[config.mk]
export PLATFORM = sky130hd
export DESIGN_NAME = lif_scheduler
export DESIGN_NICKNAME = d
export VERILOG_FILES = /design/src/rtl/lif_scheduler.sv
export SDC_FILE = /design/constraint.sdc
export NUM_CORES = 1
export LEC_CHECK = 0
export ABC_CLOCK_PERIOD_IN_PS = 6200
export CAP_MARGIN = 20
export CORE_UTILIZATION = 60
export DETAILED_ROUTE_END_ITERATION = 16
export GPL_TIMING_DRIVEN = 0
export PLACE_DENSITY = 0.85
export SYNTH_ARGS = -nofsm -noshare
export SYNTH_HDL_FRONTEND = slang
export SYNTH_SLANG_ARGS = --single-unit
[constraint.sdc]
create_clock -name clk -period 6.2 [get_ports clk]
set_input_delay 1.55 -clock clk [delete_from_list [all_inputs] [get_ports clk]]
set_output_delay 1.55 -clock clk [all_outputs]
set_load 0.01 [all_outputs]
[src/rtl/lif_scheduler.sv]
// Time-multiplexed leaky integrate-and-fire scheduler: one shared update datapath
// walks N_NEURONS virtual neurons per timestep, with refractory tracking.
module lif_scheduler #(
  parameter int unsigned N_NEURONS = 8,
  parameter int unsigned REFRACT   = 2
) (
  input  logic                         clk,
  input  logic                         rst,
  input  logic                         start,
  input  logic [7:0]                   threshold,
  input  logic [7:0]                   current,
  output logic [$clog2(N_NEURONS)-1:0] cur_idx,
  output logic                         busy,
  output logic                         done,
  output logic [N_NEURONS-1:0]         spikes,
  input  logic [$clog2(N_NEURONS)-1:0] state_sel,
  output logic [7:0]                   state_out
);

  localparam int unsigned IDX_W  = $clog2(N_NEURONS);
  localparam int unsigned V_W    = 8;
  localparam int unsigned REFR_W = 3;

  typedef enum logic [1:0] {IDLE, UPDATE, FINISH} state_t;

  state_t              state, state_nxt;
  logic [IDX_W-1:0]    idx;
  logic [V_W-1:0]      thr_q;
  logic [V_W-1:0]      v    [N_NEURONS];
  logic [REFR_W-1:0]   refr [N_NEURONS];
  logic [N_NEURONS-1:0] shadow;

  logic [V_W-1:0]      v_cur;
  logic [REFR_W-1:0]   refr_cur;
  logic [V_W:0]        sum9;
  logic [V_W-1:0]      next_v;
  logic                fire;

  // Next-state logic
  always_comb begin
    state_nxt = state;
    case (state)
      IDLE:    if (start) state_nxt = UPDATE;
      UPDATE:  if (idx == IDX_W'(N_NEURONS - 1)) state_nxt = FINISH;
      FINISH:  state_nxt = IDLE;
      default: state_nxt = IDLE;
    endcase
  end

  // Shared leak/integrate/fire datapath for the neuron at idx
  always_comb begin
    v_cur    = v[idx];
    refr_cur = refr[idx];
    sum9     = (V_W+1)'(v_cur >> 1) + (V_W+1)'(current);
    next_v   = sum9[V_W] ? {V_W{1'b1}} : sum9[V_W-1:0];
    fire     = (refr_cur == '0) && (next_v >= thr_q);
  end

  // Control registers
  always_ff @(posedge clk or posedge rst) begin
    if (rst) begin
      state  <= IDLE;
      idx    <= '0;
      thr_q  <= '0;
      busy   <= 1'b0;
      done   <= 1'b0;
      shadow <= '0;
      spikes <= '0;
    end else begin
      state <= state_nxt;
      busy  <= (state_nxt == UPDATE);
      done  <= (state_nxt == FINISH);
      case (state)
        IDLE: if (start) begin
          thr_q <= threshold;
          idx   <= '0;
        end
        UPDATE: begin
          // idx wraps back to 0 after the last neuron, keeping cur_idx 0 outside UPDATE
          idx         <= idx + IDX_W'(1);
          shadow[idx] <= fire;
        end
        FINISH: spikes <= shadow;
        default: ;
      endcase
    end
  end

  // Per-neuron membrane and refractory state; only the neuron at idx moves
  always_ff @(posedge clk or posedge rst) begin
    if (rst) begin
      for (int i = 0; i < int'(N_NEURONS); i++) begin
        v[i]    <= '0;
        refr[i] <= '0;
      end
    end else if (state == UPDATE) begin
      if (refr_cur != '0) begin
        v[idx]    <= '0;
        refr[idx] <= refr_cur - REFR_W'(1);
      end else if (fire) begin
        v[idx]    <= '0;
        refr[idx] <= REFR_W'(REFRACT);
      end else begin
        v[idx]    <= next_v;
      end
    end
  end

  assign cur_idx   = idx;
  assign state_out = v[state_sel];

endmodule

After elaboration in Yosys (flattened, before gate mapping)
Index checks and enable logic that the tools add are counted.
{"block": "totals", "regBits": 119, "out_inout_bits": 21, "in_bits": 22}
{"block": "op_classes", "n_addsub": 3, "bitwise": 7, "magnitude_cmp": 6, "n_reduce_logical": 11, "mux": 28, "n_eq_ne": 6}
{"cell": "2-to-1 mux 64 bit", "count": 2}
{"cell": "AND 64 bit", "count": 1}
{"cell": "bitwise mux 64 bit", "count": 1}
{"cell": "NOT 64 bit", "count": 1}
{"cell": "binary-select mux 8 bit (select 3 bit)", "count": 2}
{"cell": "2-to-1 mux 24 bit", "count": 2}
{"cell": "2-to-1 mux 8 bit", "count": 6}
{"cell": "bitwise mux 24 bit", "count": 1}
{"cell": "demux 8 bit (select 3 bit)", "count": 1}
{"cell": "AND 16 bit", "count": 1}
{"cell": "NOT 16 bit", "count": 1}
{"cell": "2-to-1 mux 3 bit", "count": 4}
{"cell": "adder 7 x 8 -> 9 bit", "count": 1}
{"cell": "binary-select mux 3 bit (select 3 bit)", "count": 1}
{"cell": "demux 3 bit (select 3 bit)", "count": 1}
{"cell": "bitwise mux 8 bit", "count": 1}
{"cell": "greater-or-equal comparator 4 bit (second input constant)", "count": 2}
{"cell": "greater-or-equal comparator 8 bit", "count": 1}
{"cell": "NOT 3 -> 4 bit", "count": 2}
{"cell": "bitwise OR 8 bit", "count": 1}
{"cell": "case mux 3 bit (2 select lines)", "count": 1}
{"cell": "AND reduction 2 bit", "count": 3}
{"cell": "== test 2 x 1 -> 1 bit (second input constant)", "count": 2}
{"cell": "== test 2 bit (second input constant)", "count": 2}
{"cell": "other kinds (16)", "count": 20}

Longest topological paths before layout
{"block": "logic_depth", "depth_word": 10, "ltp_mapped": 22, "ltp_nobuf": 17}

Least setup slack after synthesis
OpenSTA, ideal clock, no wires.
{"block": "synth_path", "path_kind": "reg-to-reg", "start": "register idx[2], in the netlist cur_idx[2]", "end": "register refr[21] in the netlist's numbering", "required_time_ns": 6.075, "path_buffers": 4, "period_less_slack_ns": 5.042, "slack_ns": 1.158, "stages_incl_launch_ff": 18, "setup_ns": 0.125, "arrival_ns": 4.917, "path_cell_list": "dfrtp_1 buf_2 buf_2 buf_2 mux4_2 mux2_2 fa_1 a21o_1 nand4_1 a21boi_0 nor4_4 inv_1 ha_1 nand4_1 o31ai_2 buf_2 o21bai_2 mux2_4"}
{"block": "synth_via", "elab_chain_cells": 10}
{"item": "start, declared", "line": "27", "source": "logic [IDX_W-1:0] idx;"}
{"item": "start signal, assigned", "line": "80", "source": "idx <= idx + IDX_W'(1);"}
{"item": "NOT 3 -> 4 bit (implied by the code) (*)"}
{"item": "binary-select mux 8 bit (select 3 bit)", "line": "52", "source": "v_cur = v[idx];"}
{"item": "2-to-1 mux 8 bit (implied by the code) (2 in series)", "line": "52"}
{"item": "adder 7 x 8 -> 9 bit", "line": "54", "source": "sum9 = (V_W+1)'(v_cur >> 1) + (V_W+1)'(current);"}
{"item": "2-to-1 mux 8 bit", "line": "55", "source": "next_v = sum9[V_W] ? {V_W{1'b1}} : sum9[V_W-1:0];"}
{"item": "greater-or-equal comparator 8 bit", "line": "56", "source": "fire = (refr_cur == '0) && (next_v >= thr_q);"}
{"item": "logical AND 1 bit", "line": "56"}
{"item": "nonzero test 2 bit (no line)"}
{"item": "AND reduction 2 bit (no line)"}
{"item": "end signal, assigned by index", "line": "99", "source": "refr[idx] <= refr_cur - REFR_W'(1);"}
{"item": "end signal, assigned by index", "line": "102", "source": "refr[idx] <= REFR_W'(REFRACT);"}
{"item": "end, declared", "line": "30", "source": "logic [REFR_W-1:0] refr [N_NEURONS];"}
Every way passes the cells marked *; elsewhere a longest branch is shown, timed or not. The select of a mux whose other input is x is not followed.
A chain may end at the register's enable or synchronous reset.

Worst setup path after layout
{"block": "layout_path", "start": "register idx[0], in the netlist cur_idx[0]", "end": "register v[33] in the netlist's numbering"}
{"block": "layout_via", "elab_chain_cells": 10}
{"item": "NOT 3 -> 4 bit (implied by the code) (*)"}
{"item": "binary-select mux 8 bit (select 3 bit)", "line": "52"}
{"item": "2-to-1 mux 8 bit (implied by the code) (2 in series)", "line": "52"}
{"item": "adder 7 x 8 -> 9 bit", "line": "54"}
{"item": "2-to-1 mux 8 bit", "line": "55"}
{"item": "greater-or-equal comparator 8 bit", "line": "56"}
{"item": "logical AND 1 bit", "line": "56"}
{"item": "2-to-1 mux 64 bit", "line": "100", "source": "end else if (fire) begin"}
{"item": "2-to-1 mux 64 bit (*)", "line": "97", "source": "if (refr_cur != '0) begin"}
{"item": "end signal, assigned by index", "line": "104", "source": "v[idx] <= next_v;"}
{"item": "end, declared", "line": "29", "source": "logic [V_W-1:0] v [N_NEURONS];"}
Marks and branches as above.

==> results.yml <==
floorplanning:
  fp.dieH_um: 106
  row_count: 37
  die-area_sq_mm: 0.0113
  pin_count: 43
  start_util_pct: 62.6
  core-area_sq_mm: 0.0105
  die_x_um: 106
synthesis:
  ys.flop_type: "dfrtp_1"
  ys_seq_elements: 119
  syn_area_sq_mm: 0.00655
  synthXorXnorAreaFrac_pct: 0.401
  synth_fa_ha_area_share_pct: 3.93
  syn_avg_cell_area_sq_um: 12.0
  muxShareOfSynthArea_pct: 23.8
  synth_warnings: 0
  ys_seq_area_share_pct: 45.5
  ys_types: 64
  synthTopCellsByArea: "dfrtp_1 45%, mux2_2 11%, mux4_2 9.3%, nand2_1 3.9%, o31ai_1 3.7%"
  yosys.area_share.simple_pct: 10.4
  synth_most_common_cell: "dfrtp_1"
  synth_common_cells: "119 x dfrtp_1, 68 x nand2_1, 63 x mux2_2"
  synth-edff-count: 0
  async_flop_share_pct: 100
  synth_nets: 586
  synth-compound-area-share_pct: 12.6
  synthCells: 544
  synth_top_area_share_pct: 45.5
  synth_largest_area_cell: "dfrtp_1"
  synth_top_family_by_area: "multiplexers"
critical_path:
  max_stage_delay_ns: 0.56
  required_ns: 6.67
  endpoint_kind: "flip-flop"
  cp_data_arrival_time_ns: 6.42
  crit_path_start_kind: "flip-flop"
  critPathKind: "flip-flop to flip-flop"
  path_max_fanout: 10
  crit_chain: "buf_4, buf_2, buf_1, mux2_2, ha_1, fa_1, a21o_1, and4_1, o21ai_1, nand2_1, nor2_1, ha_1, nand2b_1, a2111oi_2, o31ai_2, buf_2, a211oi_2, mux2_2"
  cp_slowest_cell: "a211oi_2"
job:
  cap_violations: 0
cts:
  cts_max_level: 4
  worstSkewPairLatency_ns: 0.54
  clk_path_buf_depth: 2
  clk_pin_slew_ns: 0.06
  cts_tree: "built"
  cts-hold-fix-buffers: 0
  cts.sinks: 119
  cts-root-buf: "clkbuf_8"
  cts_buffers: 17
detailed_routing:
  vias: 5112
  wl_mm: 17.1
  antenna_left: 0
  drt_first_iter_violations: 568
  vias_per_cell: 6.77
  post-route-drc-count: 0
  wl_per_cell_um: 22.7
  firstDrtPassIters: 6
finish:
  postLayoutCellArea_sq_mm: 0.00775
  num-fill-cells: 648
  drive_above_1_share_pct: 27.9
  final_nets: 648
  diodes: 0
  syn_to_final_growth_pct: 18.4
power_and_ir_drop:
  p_leak_nw: 3.44
  p_int_mw: 2.84
  p_sw_mw: 2.16
  power.density_mw_per_mm2: 645
  seqPwrFrac_pct: 26.0
  totalPowerFinal_mw: 5.00
  peakVddDrop_uv: 306
  pwr-share-comb_pct: 54.9
  swShare_pct: 43.2
  clock_power_share_pct: 19.1
status:
  status: "completed"
sta:
  clock.fmax_mhz: 168
  fin_crit_ns: 5.95
  finalSetupViolations: 0
  drv_slew: 0
  rsz0062_at_grt: "true"
  tightest_slew_ns: 1.06
  maxSlewHeadroom_pct: 29.0
  fin_skew_ns: 0.00734
  hold_viol: 0
  fin_crit_sh_pct: 96.0
placed_design:
  port_buffers: 39
  dpl-instance-area_sq_mm: 0.00714
  place.gp.congestion: 0.923
  dpl.hpwl_mm: 11.3
global_routing:
  track_usage_pct: 32.4
  grt_pass1_vias: 5176
  grt-ovfl-total: 0
  grt_pass1_wl_mm: 27.5
  antenna_found_initial: 0
  grt_max_degree: 67
hold_path:
  hold_class: "flip-flop to flip-flop"
==> registers in the layout, indices dropped and copies added (netlist names) <==
signal	flops
busy	1
cur_idx	3
done	1
refr	24
shadow	8
spikes	8
state	2
thr_q	8
v	64
==> layer usage <==
metal	global-route usage, %	routed length (um)	vias up	part of all wire, %
met4	17.5	718	0	4.2
met5	0	0	-	0
met3	7.85	1770	91	10
li1	-	-	2148	-
met1	42.1	6550	2508	38
met2	50.4	8070	365	47
==> cell usage in the layout (no fill, tap or decap), drive strengths merged, types with 4 or more instances in the layout <==
| cell | netlist | final |
|---|---|---|
| dfrtp | 119 | 119 |
| mux2 | 74 | 74 |
| nand2 | 69 | 69 |
| clkdlybuf4s50 | 0 | 39 |
| o31ai | 33 | 33 |
| clkbuf | 9 | 29 |
| o21ai | 28 | 28 |
| mux4 | 27 | 27 |
| buf | 21 | 25 |
| nor2 | 19 | 19 |
| ha | 19 | 19 |
| inv | 14 | 14 |
| a21oi | 11 | 11 |
| nand3 | 11 | 11 |
| nand2b | 10 | 10 |
| mux2i | 9 | 9 |
| a22o | 9 | 9 |
| a21o | 6 | 6 |
| clkinv | 0 | 6 |
| nor2b | 5 | 5 |
| nor3 | 5 | 5 |
| clkinvlp | 0 | 4 |
==> worst max-delay path, delay by kind of cell, from the launching register on <==
| kind | cells | cell delay [ns] |
|---|---|---|
| AO/OA/AOI/OAI | 5 | 1.81 |
| buffers and inverters | 4 | 1.30 |
| adder cells (fa/ha/maj) | 3 | 0.89 |
| multiplexers | 2 | 0.73 |
| AND/OR/NAND/NOR | 4 | 0.63 |
| flip-flops | 1 | 0.53 |
==> logic make-up after synthesis <==
logic type	after synthesis
simple gates	137
flops	119
compound gates	111
mux	110
buf+inv	44
fa+ha+maj	20
xor+xnor	3
==> cell type report <==
class	count	area, sq um	share of cell area (%)
multi-input cells	381	3370	43.4
flip-flops and latches	119	2980	38.4
clock buffers	20	445	5.74
repair buffers	43	440	5.68
well taps	136	170	2.19
plain buffers	30	169	2.18
clock inverters	12	128	1.65
inverters	14	55.1	0.710
==> power groups by stage <==
stage                     Sequential [mW]  Combinational (mW)  Clock [mW]
final                                1.30                2.74       0.954
after global routing                 1.32                2.94       0.992
after CTS                            1.29                2.63       0.955
after detailed placement             1.29                2.56           0
after global placement               1.27                2.46           0
after floorplan                      1.23                1.91           0
==> path summary, 6_finish.rpt <==
path / start / endpoint / slack, ns / depth (start not counted)
worst max-delay path: cur_idx[0] / v[33] / 0.25 / 18
worst min-delay path: shadow[1] / shadow[1] / 0.49 / 2
worst max register to register: cur_idx[0] / v[33] / 0.25 / 18
worst min register to register: shadow[1] / shadow[1] / 0.49 / 2
max in group asynchronous: rst / shadow[6] / 3.94 / 3
min in group asynchronous: rst / refr[17] / 1.49 / 2
==> what timing repair did <==
item,4_1_cts,5_1_grt
resized for setup,0,3
setup buffers,0,3
setup endpoints to repair,0,48
==> per-stage QoR <==
stage	setup TNS (ns)	utilization [%]	hold slack, ns	std cells	setup WS, ns
finish	0	74.1	0.489	755	0.248
global route	-0.299	74.1	0.517	755	-0.0304
CTS	0	73.7	0.492	752	0.147
detailed placement	0	68.3	0.477	720	0.156
global placement	-0.920	68.0	0.460	719	-0.0177
floorplan	0	-	0.446	544	1.16
Power figures use the tool's default switching activity.
